### src/rtl/vga_timing_gen.sv
// vga_timing_gen: parametrised VGA raster timing generator (optional frame counter under VGA_TIMING_FRAME_CNT_EN)
module vga_timing_gen #(
  parameter int H_ACTIVE = 640,
  parameter int H_FP     = 16,
  parameter int H_SYNC   = 96,
  parameter int H_BP     = 48,
  parameter int V_ACTIVE = 480,
  parameter int V_FP     = 10,
  parameter int V_SYNC   = 2,
  parameter int V_BP     = 33,
  parameter bit HS_POL   = 1'b0,
  parameter bit VS_POL   = 1'b0,
  parameter int CNT_W    = 11
) (
  input  logic             clk,
  input  logic             reset,
  input  logic             pix_en,
  output logic             Hsync,
  output logic             Vsync,
  output logic             de,
  output logic [CNT_W-1:0] x,
  output logic [CNT_W-1:0] y,
  output logic             line_start,
`ifdef VGA_TIMING_FRAME_CNT_EN
  output logic [15:0]      frame_cnt,
`endif
  output logic             frame_start
);
  localparam int H_TOTAL = H_ACTIVE + H_FP + H_SYNC + H_BP;
  localparam int V_TOTAL = V_ACTIVE + V_FP + V_SYNC + V_BP;
  localparam logic [CNT_W-1:0] H_LAST = CNT_W'(H_TOTAL - 1);
  localparam logic [CNT_W-1:0] V_LAST = CNT_W'(V_TOTAL - 1);
  localparam logic [CNT_W-1:0] H_ACT  = CNT_W'(H_ACTIVE);
  localparam logic [CNT_W-1:0] V_ACT  = CNT_W'(V_ACTIVE);
  localparam logic [CNT_W-1:0] HS_S   = CNT_W'(H_ACTIVE + H_FP);
  localparam logic [CNT_W-1:0] HS_E   = CNT_W'(H_ACTIVE + H_FP + H_SYNC - 1);
  localparam logic [CNT_W-1:0] VS_S   = CNT_W'(V_ACTIVE + V_FP);
  localparam logic [CNT_W-1:0] VS_E   = CNT_W'(V_ACTIVE + V_FP + V_SYNC - 1);
  logic [CNT_W-1:0] h_q, h_d, v_q, v_d, x_q, y_q;
  logic hs_q, hs_d, vs_q, vs_d, de_q, de_d, ls_q, ls_d, fs_q, fs_d;
  // next counter values and decode of the current (pre-advance) position
  always_comb begin
    h_d  = (h_q == H_LAST) ? '0 : h_q + CNT_W'(1);
    v_d  = (h_q != H_LAST) ? v_q : (v_q == V_LAST) ? '0 : v_q + CNT_W'(1);
    hs_d = (h_q >= HS_S && h_q <= HS_E) ? HS_POL : ~HS_POL;
    vs_d = (v_q >= VS_S && v_q <= VS_E) ? VS_POL : ~VS_POL;
    de_d = (h_q < H_ACT) && (v_q < V_ACT);
    ls_d = (h_q == '0);
    fs_d = (h_q == '0) && (v_q == '0);
  end
  // counters and registered outputs advance on pix_en; strobes self-clear every clk
  always_ff @(posedge clk) begin
    if (reset) begin
      h_q  <= '0;
      v_q  <= '0;
      x_q  <= '0;
      y_q  <= '0;
      hs_q <= ~HS_POL;
      vs_q <= ~VS_POL;
      de_q <= 1'b0;
      ls_q <= 1'b0;
      fs_q <= 1'b0;
    end else begin
      ls_q <= pix_en & ls_d;
      fs_q <= pix_en & fs_d;
      if (pix_en) begin
        h_q  <= h_d;
        v_q  <= v_d;
        x_q  <= h_q;
        y_q  <= v_q;
        hs_q <= hs_d;
        vs_q <= vs_d;
        de_q <= de_d;
      end
    end
  end
  assign Hsync       = hs_q;
  assign Vsync       = vs_q;
  assign de          = de_q;
  assign x           = x_q;
  assign y           = y_q;
  assign line_start  = ls_q;
  assign frame_start = fs_q;
`ifdef VGA_TIMING_FRAME_CNT_EN
  logic [15:0] fc_q;
  logic        first_q;
  // count frame starts, skipping the first frame after reset so it shows 0
  always_ff @(posedge clk) begin
    if (reset) begin
      fc_q    <= '0;
      first_q <= 1'b1;
    end else if (pix_en && fs_d) begin
      first_q <= 1'b0;
      fc_q    <= first_q ? fc_q : fc_q + 16'd1;
    end
  end
  assign frame_cnt = fc_q;
`endif
endmodule

### config.mk
export PLATFORM = sky130hd
export DESIGN_NAME = vga_timing_gen
export DESIGN_NICKNAME = d
export VERILOG_FILES = /design/src/rtl/vga_timing_gen.sv
export SDC_FILE = /design/constraint.sdc
export NUM_CORES = 1
export LEC_CHECK = 0
export BUFFER_PORTS_ARGS = -buffer_cell sky130_fd_sc_hd__buf_4
export CELL_PAD_IN_SITES_DETAIL_PLACEMENT = 1
export CELL_PAD_IN_SITES_GLOBAL_PLACEMENT = 2
export CORE_MARGIN = 2
export CORE_UTILIZATION = 34
export DETAILED_ROUTE_END_ITERATION = 7
export PLACE_DENSITY = 0.78
export SYNTH_ARGS = -nofsm -noshare
export SYNTH_HDL_FRONTEND = slang
export SYNTH_SLANG_ARGS = --single-unit
### constraint.sdc
create_clock -name clk -period 2.4 [get_ports clk]
set_clock_uncertainty 0.1 [all_clocks]
set_input_delay 0.36 -clock clk [delete_from_list [all_inputs] [get_ports clk]]
set_output_delay 0.36 -clock clk [all_outputs]
set_load 0.01 [all_outputs]
==> run metrics <==
buffers and inverters on the worst path=0; Crit Path Max Fanout=7; Worst R2R Start=h_q[0]$_SDFFE_PP0P_; Worst Setup End Kind=flop; CP arrival=2.33 ns; cell family with most CP delay=simple AND/OR/NAND/NOR gates; final setup TNS=0 ns; Max Freq=457 MHz; Setup crit start kind=flop; IO Pins=30; Leakage=0.00102 uW; fin crit period=2.19 ns; Setup-failing EPs final=0; Rel. slew slack=63.1%; core area=6350 sq um; flop2flop setup slack=0.21 ns; GP Congestion=0.764; Tot Pwr=1480 uW; Post-synth top cells=49 x dfxtp_1, 30 x nor2_1, 22 x mux2i_1, 17 x a21oi_1, 13 x nand2_1; Compound-Gate Fraction of Synth Area=8.06%; Cell Area, Synth=2220 sq um; slowest cell delay on critical path=0.53 ns; CP max-delay cell=or4b_1; area share of the largest cell type after synthesis=44.2%; number of global-route vias before repair=1808; final period utilization=91.1%; synth top area cells=dfxtp_1 44%, mux2i_1 9.9%, nor2_1 5.1%; worst vdd ir=0.288 mV; number of nets in the layout=281; Synth async-reset ratio=0%; Synth Flop Type=dfxtp_1; Layout Cells excl Fill=350; TritonCTS buffer count=5; RSZ-0062 raised after global routing=no; num rows=29; IO Port Bufs=29; largest family of logic cells by synthesized area=simple AND/OR/NAND/NOR gates; antenna diode count=0; PnR worst setup slack=0.213 ns; share of cells above drive strength 1=16.8%; Mapped Cells=249; starting density of the core=35.0%; most common cell in the netlist=dfxtp_1; crit path from=h_q[0]$_SDFFE_PP0P_; Avg Synthesized Cell Area=8.92 sq um; Clock Path Buffers=2; first-pass GRT wire length=9480 um; 1st-pass router iterations=4; Cell Chain, Critical Path=ha_1 > and4_1 > nand3_1 > or4b_1 > a21oi_1; Cells after DPL=343; #FFs+latches synth=49; Worst Tran Pin Value=0.548 ns; Remaining DRCs=0; sequential share of the synthesized area=44.2%; CTS Hold Buffers Added=0; Critical Path End=v_q[4]$_SDFFE_PP0P_; Antenna Nets Post-Route=0; Synth area leader=dfxtp_1; number of max-cap violations=0; Root Buffer=clkbuf_8; Reg2Reg Depth=5; total routed wirelength=5650 um; post-CTS setup buffer count=0; clock sink count=49; worst r2r dst=v_q[4]$_SDFFE_PP0P_; endpoints failing hold=0; DPL Wire Length=3930 um; unique cell type count in the Yosys netlist=42; PwrDens=569 nW/um^2; syn_nets=257; initial antenna violation count=0; mux contribution to synthesized area=9.92%; Yosys warnings=0; Simple-Gate Fraction of Synth Area=26.4%; Routed WL per cell=16.1 um; Die H=84.8 um; vias per cell=5.31; via count=1857; HP Class=input pin to flop; die footprint=7190 sq um; GRT Total Usage=16.6%; CP required=2.54 ns; Placement Setup Slack=0.242 ns; number of synthesized flops with an enable pin=0; htree depth=2; Clk Latency, worst-skew pair=0.31 ns; XOR/XNOR Fraction of Synth Area=3.94%; Slew Limit Fails=0; Setup CP Type=flop to flop; cts repair resizes=0; CTS tree=yes; largest net degree at the start of global routing=52; status=complete, no violations; final hold slack=0.257 ns; Die Wd=84.8 um; Adder-Cell Fraction of Synth Area=2.82%; layout overhead on the synthesized area=16.8%; clk slew on worst S/H paths=0.09 ns; GR Overflow Total=0; Initial DRC Count=127; critical path depth=5
-- worst register-to-register path, stage by stage (launching register included) --
cell	delay (ns)
dfxtp_1	0.46
ha_1	0.29
and4_1	0.39
nand3_1	0.20
or4b_1	0.53
a21oi_1	0.15
-- layout make-up --
cell class	instances	area, sq um
clock inverter	2	35.0
clock buffer	5	68.8
tap	77	96.3
sequential	49	981
multi-input combinational	177	1140
fill	728	3750
timing repair buffer	34	255
inverter	6	22.5
-- per-layer routing --
metal	part of all wire (%)	track usage, %
met5	0	0
met1	53	25.4
met2	42	23.5
met4	1.5	5.19
met3	4.2	3.11
-- through the flow --
stage | util, % | instance area, sq um
floorplan | - | 2220
global placement | 39.2 | 2490
detailed placement | 39.2 | 2490
CTS | 40.9 | 2590
global route | 40.9 | 2590
finish | 40.9 | 2590
-- state kept, by name, indices dropped and copies added (netlist names) --
name / flops
v_q: 11
frame_start: 1
x: 11
y: 11
Vsync: 1
Hsync: 1
h_q: 11
de: 1
line_start: 1
-- cells by family (layout without fill, tap and decap cells) --
logic type / after synthesis / in the layout
compound gates: 33 / 33
xor+xnor: 10 / 10
fa+ha+maj: 5 / 5
buf+inv: 23 / 47
flops: 49 / 49
mux: 22 / 22
simple gates: 107 / 107
-- report_power, final --
part           internal [uW]  switching, uW  leakage [uW]  total [uW]
combinational           27.2           39.0      0.000574        66.2
clock                    303            283     0.0000540         586
sequential               820           6.11      0.000396         826
total                   1150            328       0.00102        1480
-- cells in the final DEF, fill, tap and decap left out, types with 2 or more instances in the layout --
| master | n |
|---|---|
| dfxtp_1 | 49 |
| buf_4 | 34 |
| nor2_1 | 30 |
| mux2i_1 | 22 |
| a21oi_1 | 17 |
| nand2_1 | 13 |
| nor3_1 | 12 |
| nand3_1 | 10 |
| nand4_1 | 9 |
| o21ai_0 | 8 |
| inv_1 | 6 |
| xnor2_1 | 6 |
| and3_1 | 5 |
| or4_1 | 5 |
| ha_1 | 5 |
| clkbuf_8 | 5 |
| nor4_1 | 4 |
| xor2_1 | 4 |
| nand2b_1 | 3 |
| nor4b_1 | 3 |
| or3_1 | 2 |
| o21ai_1 | 2 |
-- how the worst min path moves through the flow --
stage | end | start | slack [ns] | cells past startpoint
after global placement | y[3]$_SDFFE_PP0P_ | y[3]$_SDFFE_PP0P_ | 0.37 | 2
after floorplan | frame_start$_SDFF_PP0_ | v_q[3]$_SDFFE_PP0P_ | 0.37 | 1
after CTS | x[9]$_SDFFE_PP0P_ | pix_en | 0.25 | 3
final | x[9]$_SDFFE_PP0P_ | pix_en | 0.26 | 3
after global routing | x[9]$_SDFFE_PP0P_ | pix_en | 0.28 | 3
after detailed placement | y[3]$_SDFFE_PP0P_ | y[3]$_SDFFE_PP0P_ | 0.38 | 2
Note: power is estimated with default switching activity, not from simulation.
